===== src/rtl/frame_rate_bcd_pkg.sv =====
// Shared definitions for the frame-rate display path: clock defaults, digit
// geometry, FSM states and the per-nibble double-dabble correction.
package frame_rate_bcd_pkg;
  localparam int CLK_HZ_DEF     = 4000000;
  localparam int REFRESH_HZ_DEF = 1000;
  localparam int DIGIT_W        = 4;
  localparam int NUM_DIGITS     = 4;
  localparam int BCD_W          = DIGIT_W * NUM_DIGITS;
  localparam int BIN_W          = 14;

  typedef enum logic [1:0] {
    IDLE    = 2'd0,
    CONVERT = 2'd1,
    DONE    = 2'd2
  } state_t;

  // Add 3 to every digit >= 5; digits never carry into their neighbour.
  function automatic logic [BCD_W-1:0] dd_adjust(input logic [BCD_W-1:0] bcd);
    logic [BCD_W-1:0] r;
    r = bcd;
    for (int i = 0; i < NUM_DIGITS; i++) begin
      if (bcd[i*DIGIT_W +: DIGIT_W] >= DIGIT_W'(5))
        r[i*DIGIT_W +: DIGIT_W] = bcd[i*DIGIT_W +: DIGIT_W] + DIGIT_W'(3);
    end
    return r;
  endfunction
endpackage


===== src/rtl/bin2bcd_serial.sv =====
// Serial double-dabble converter: one add-3/shift step per cycle, 14 steps,
// done pulses for one cycle 15 cycles after start with bcd valid.
module bin2bcd_serial
  import frame_rate_bcd_pkg::*;
(
  input  logic             CLK,
  input  logic             RST,
  input  logic             start,
  input  logic [BIN_W-1:0] bin,
  output logic [BCD_W-1:0] bcd,
  output logic             done
);
  localparam int SH_W = BCD_W + BIN_W;
  localparam int IT_W = $clog2(BIN_W + 1);

  logic [SH_W-1:0] sh_q, sh_d;
  logic [IT_W-1:0] iter_q, iter_d;
  logic            done_q, done_d;

  always_comb begin
    sh_d   = sh_q;
    iter_d = iter_q;
    done_d = 1'b0;
    if (start) begin
      sh_d   = {{BCD_W{1'b0}}, bin};
      iter_d = IT_W'(BIN_W);
    end else if (iter_q != '0) begin
      sh_d   = {dd_adjust(sh_q[SH_W-1 -: BCD_W]), sh_q[BIN_W-1:0]} << 1;
      iter_d = iter_q - IT_W'(1);
      done_d = (iter_q == IT_W'(1));
    end
  end

  always_ff @(posedge CLK or posedge RST) begin
    if (RST) begin
      sh_q   <= '0;
      iter_q <= '0;
      done_q <= 1'b0;
    end else begin
      sh_q   <= sh_d;
      iter_q <= iter_d;
      done_q <= done_d;
    end
  end

  assign bcd  = sh_q[SH_W-1 -: BCD_W];
  assign done = done_q;
endmodule


===== src/rtl/frame_rate_bcd.sv =====
// Counts synchronised FRAME_VALID rises per one-second gate, converts the
// count to BCD for the seven-segment driver and generates its refresh enable.
module frame_rate_bcd
  import frame_rate_bcd_pkg::*;
#(
  parameter int CLK_HZ     = CLK_HZ_DEF,
  parameter int REFRESH_HZ = REFRESH_HZ_DEF,
  parameter int MAX_COUNT  = 9999
) (
  input  logic        CLK,
  input  logic        RST,
  input  logic        frame_valid,
  output logic [15:0] values,
  output logic        en,
  output logic        ovf,
  output logic        busy
);
  localparam int DIV_TC = CLK_HZ / REFRESH_HZ - 1;
  localparam int GATE_W = $clog2(CLK_HZ);

  logic [2:0]        sync_q, sync_d;
  logic [11:0]       div_q, div_d;
  logic              en_q, en_d;
  logic [GATE_W-1:0] gate_q, gate_d;
  logic [BIN_W-1:0]  cnt_q, cnt_d;
  logic              sat_q, sat_d;
  logic              snap_sat_q, snap_sat_d;
  logic              frame_start, gate_end;

  state_t            state_q;
  logic [BCD_W-1:0]  values_q;
  logic              ovf_q, busy_q;
  logic              conv_start, conv_done;
  logic [BCD_W-1:0]  conv_bcd;

  assign frame_start = sync_q[1] & ~sync_q[2];
  assign gate_end    = (gate_q == GATE_W'(CLK_HZ - 1));

  always_comb begin
    sync_d     = {sync_q[1:0], frame_valid};
    div_d      = (div_q == 12'(DIV_TC)) ? 12'd0 : div_q + 12'd1;
    en_d       = (div_d == 12'(DIV_TC));
    gate_d     = gate_end ? '0 : gate_q + GATE_W'(1);
    cnt_d      = cnt_q;
    sat_d      = sat_q;
    snap_sat_d = snap_sat_q;
    // An edge on the closing cycle opens the next window's count.
    if (gate_end) begin
      snap_sat_d = sat_q;
      cnt_d      = frame_start ? BIN_W'(1) : '0;
      sat_d      = 1'b0;
    end else if (frame_start) begin
      if (cnt_q >= BIN_W'(MAX_COUNT)) sat_d = 1'b1;
      else                            cnt_d = cnt_q + BIN_W'(1);
    end
  end

  always_ff @(posedge CLK or posedge RST) begin
    if (RST) begin
      sync_q     <= '0;
      div_q      <= '0;
      en_q       <= 1'b0;
      gate_q     <= '0;
      cnt_q      <= '0;
      sat_q      <= 1'b0;
      snap_sat_q <= 1'b0;
    end else begin
      sync_q     <= sync_d;
      div_q      <= div_d;
      en_q       <= en_d;
      gate_q     <= gate_d;
      cnt_q      <= cnt_d;
      sat_q      <= sat_d;
      snap_sat_q <= snap_sat_d;
    end
  end

  // The converter captures the live count on the closing edge; that load is
  // the snapshot, so no separate count copy is kept.
  assign conv_start = gate_end && (state_q == IDLE);

  bin2bcd_serial u_conv (
    .CLK   (CLK),
    .RST   (RST),
    .start (conv_start),
    .bin   (cnt_q),
    .bcd   (conv_bcd),
    .done  (conv_done)
  );

  // The result lands on the edge that enters DONE; values moves nowhere else.
  always_ff @(posedge CLK or posedge RST) begin
    if (RST) begin
      state_q  <= IDLE;
      values_q <= '0;
      ovf_q    <= 1'b0;
      busy_q   <= 1'b0;
    end else begin
      case (state_q)
        IDLE: if (gate_end) begin
          state_q <= CONVERT;
          busy_q  <= 1'b1;
        end
        CONVERT: if (conv_done) begin
          state_q  <= DONE;
          values_q <= conv_bcd;
          ovf_q    <= snap_sat_q;
          busy_q   <= 1'b0;
        end
        DONE:    state_q <= IDLE;
        default: state_q <= IDLE;
      endcase
    end
  end

  assign values = values_q;
  assign en     = en_q;
  assign ovf    = ovf_q;
  assign busy   = busy_q;
endmodule


===== config.mk =====
export PLATFORM = sky130hd
export DESIGN_NAME = frame_rate_bcd
export DESIGN_NICKNAME = d
export VERILOG_FILES = /design/src/rtl/frame_rate_bcd_pkg.sv /design/src/rtl/bin2bcd_serial.sv /design/src/rtl/frame_rate_bcd.sv
export SDC_FILE = /design/constraint.sdc
export NUM_CORES = 1
export LEC_CHECK = 0
export BUFFER_PORTS_ARGS = -buffer_cell sky130_fd_sc_hd__buf_2
export CAP_MARGIN = 40
export CORE_MARGIN = 5
export CORE_UTILIZATION = 40
export DETAILED_ROUTE_END_ITERATION = 12
export PLACE_DENSITY = 0.53
export SLEW_MARGIN = 20
export SYNTH_ARGS = -nofsm -noshare
export SYNTH_HDL_FRONTEND = slang
export SYNTH_SLANG_ARGS = --single-unit

===== constraint.sdc =====
create_clock -name CLK -period 4.95 [get_ports CLK]
set_input_delay 0.99 -clock CLK [delete_from_list [all_inputs] [get_ports CLK]]
set_output_delay 0.99 -clock CLK [all_outputs]
set_load 0.02 [all_outputs]

==> results.py <==
metrics = {
    "floorplanning": {
        "die_width_um": 124.6,
        "placeableCoreArea_mm2": 0.01272,
        "io_pins": 22,
        "die_area_mm2": 0.01551,
        "die_y_extent_um": 124.6,
        "row_count": 41,
        "effective_utilization_at_floorplan": 0.4126,
    },
    "global_routing": {
        "grt_first_pass_wirelength_um": 17410,
        "met2_usage": 0.1991,
        "global_route.usage.met3": 0.02487,
        "first_global_vias": 3581,
        "gr-usage-met1": 0.1922,
        "antenna_found_initial": 0,
        "globalRoute.busiestLayer": "met2",
        "grt_start_max_net_pins": 55,
        "grt_usage": 0.1339,
        "gr-total-overflow": 0,
    },
    "clocking": {
        "post_cts.repair.setup_buffers": 0,
        "clock-sinks": 109,
        "clk_latency_ps": 350,
        "cts.clk_slew.worst_paths_ps": 60,
        "clk_path_buf_depth": 2,
        "hold_buffers": 0,
        "clock_tree_root_driver_cell": "clkbuf_16",
        "cts_buffers": 9,
        "cts_max_level": 3,
        "cts_resized": 0,
        "clock_tree_from_tritoncts": "done",
    },
    "power": {
        "cellPowerDensity_mw_per_mm2": 301.8,
        "power_switching_uw": 387.4,
        "seq_power_share": 0.530,
        "power_frac_comb": 0.043,
        "fin_total_pwr_uw": 1768,
        "power_frac_clock": 0.427,
        "internal_power_uw": 1380,
        "p_sw_frac": 0.2191,
        "power_leakage_uw": 0.002835,
        "power.ir.vdd_worst_uv": 127.5,
    },
    "yosys": {
        "postSynth.topFlopCell": "dfrtp_1",
        "net_count_synth": 559,
        "synth_warnings": 0,
        "yosysSeqAreaShare": 0.5197,
        "yosys_register_bits": 109,
        "synth_area_leader_cell": "dfrtp_1",
        "arithmetic_cell_share_of_the_synthesized_area_counting_full_adders_half_adders_and_majority_gates": 0.03337,
        "synth_largest_type_area_fraction": 0.5197,
        "dominant_combinational_cell_family_by_area_after_synthesis": "simple AND/OR/NAND/NOR gates",
        "synth.mux.area_fraction": 0.03266,
        "synth_area_leaders": "dfrtp_1 (52%), nand2_1 (5.5%), xnor2_1 (4.7%), nor2_1 (4.3%), a21oi_1 (3.4%)",
        "synth_enable_flop_cells": 0,
        "synthCells": 542,
        "synthArstFlopShare": 1.000,
        "synth-simple-area-share": 0.2219,
        "synth_area_mm2": 0.005249,
        "synth_compound_gate_area_share": 0.08725,
        "syn-mean-instance-area_um2": 9.684,
        "synth_xor_xnor_area_share": 0.07175,
        "synth.lib_cells_used.distinct": 48,
    },
    "sta": {
        "min_period_over_period": 0.5237,
        "timing.final.hold_violations": 0,
        "max_clock_freq_ghz": 0.3858,
        "final.setup_skew_ps": 8.618,
        "totalNegativeSetupSlack_ps": 0,
        "slew_viol_final": 0,
        "timing_worst_slew_pin_value_ps": 747.8,
        "unrepaired_setup_endpoints_after_global_routing": "false",
        "setup-violations-final": 0,
        "worst_slew_margin_rel": 0.4969,
        "finalWorstPathRequiredPeriod_ps": 2592,
    },
    "cells_and_area": {
        "number_of_diodes_added_for_antenna_fixing": 0,
        "layout-area-overhead-vs-synth_pct": 11.59,
        "utilization": 0.4604,
        "final.fill_count": 1264,
        "layout-drive-gt1-share": 0.08289,
        "layout.cells.most_common_list": "dfrtp_1 (109), nand2_1 (77), nor2_1 (60)",
        "finish.net_count": 579,
        "final_common_cell": "dfrtp_1",
    },
    "placement": {
        "portBuffers": 21,
        "detailed_place_hpwl_um": 6621,
        "finalWeightedCongestion": 0.7792,
    },
    "detailed_routing": {
        "wl_per_cell_um": 13.17,
        "antenna_left": 0,
        "vias": 3709,
        "route.detailed.vias_per_inst": 5.019,
        "remaining_drc_errors": 0,
        "drt_pass1_iterations": 4,
        "drtIter0Drc": 137,
        "routed_wirelength_um": 9731,
    },
    "worst_setup_path": {
        "worst-endpoint-arrival_ps": 2820,
        "critPathKind": "register to register",
        "worst_setup_path_end_kind": "register",
        "critical_path_required_ps": 5180,
        "timing.critical_path.fanout_max": 25,
        "setup.worst_path.start_class": "register",
    },
    "run_status": {
        "run_status": "finished clean",
    },
    "worst_hold_path": {
        "hold_path_class": "register to register",
    },
    "run": {
        "max-cap-violations": 0,
    },
}
[logic make-up (layout without fill, tap and decap cells)]
| kind of cell | Yosys count | count (layout) |
|---|---|---|
| AO/OA/AOI/OAI | 79 | 79 |
| XOR/XNOR | 43 | 43 |
| adder cells (fa/ha/maj) | 14 | 14 |
| buffers and inverters | 40 | 65 |
| flip-flops | 109 | 109 |
| multiplexers | 17 | 17 |
| AND/OR/NAND/NOR | 240 | 240 |
[state kept, by name, summed over array words and instances (netlist names), 2 cells and up]
register and cells:
u_conv.sh_q 30, gate_q 22, values 16, cnt_q 14
div_q 12, u_conv.iter_q 4, sync_q 3, state_q 2
[power groups by stage]
stage | logic, uW | clock network, uW | registers [uW]
2_1_floorplan | 59.0 | 0 | 945
3_3_place_gp | 73.7 | 0 | 952
3_5_place_dp | 78.2 | 0 | 953
4_1_cts | 78.5 | 779 | 936
5_1_grt | 88.7 | 818 | 940
6_report | 75.9 | 754 | 937
[synthesized netlist by cell type, types with 2 or more instances]
cell	n
nand3_1	27
and4_1	6
and4b_1	2
or4_1	4
mux2i_1	16
nand2b_1	8
nor2_1	60
or2_2	2
nand3b_1	2
nor3b_1	2
xor2_1	15
ha_1	14
buf_1	2
nor4_1	7
buf_2	2
a211oi_1	7
nor3_1	11
o31ai_1	2
nand4_1	11
nor2b_1	3
buf_6	3
clkbuf_1	12
nand2_1	77
o21ai_0	24
and3_1	7
inv_1	20
a21oi_1	36
and2_1	4
xnor2_1	28
o211ai_1	2
dfrtp_1	109
[per-stage QoR]
step | cell area (um^2) | instances | setup slack [ps] | hold WS (ps)
after global routing | 5857 | 739 | 2213 | 366.4
after floorplan | 5249 | 542 | 1086 | 331.2
final | 5857 | 739 | 2358 | 362.5
after CTS | 5857 | 739 | 2359 | 362.0
after global placement | 5505 | 720 | 2390 | 340.4
after detailed placement | 5548 | 723 | 2367 | 346.5
[routing by layer]
metal,wire [um],part of all wire
met4,165,0.017
met5,0,0
met3,253,0.026
met1,5048,0.52
met2,4263,0.44
[worst paths after layout]
path	start	endpoint	slack, ps	cells after the start
min	sync_q[0]	sync_q[1]	360	0
min reg2reg	sync_q[0]	sync_q[1]	360	0
min in group asynchronous	RST	en	640	2
max reg2reg	gate_q[8]	snap_sat_q	2360	5
max in group asynchronous	RST	values[15]	3630	3
max	gate_q[8]	snap_sat_q	2360	5
[worst max-delay path, cell delays in order, from the launching register on]
cell     delay [ps]
dfrtp_1         430
or4_1           560
or4_4           440
nor3_4          330
buf_4           340
mux2_2          360
[layout make-up]
type / instances / area, um^2 / share of cell area
Multi-Input combinational cell: 393 / 2346 / 0.4006
Sequential cell: 109 / 2728 / 0.4657
Timing Repair Buffer: 28 / 177.7 / 0.03034
Clock inverter: 4 / 72.57 / 0.01239
Tap cell: 172 / 215.2 / 0.03674
Inverter: 21 / 81.33 / 0.01389
Clock buffer: 12 / 236.5 / 0.04038
(Power assumes the default switching activity.)
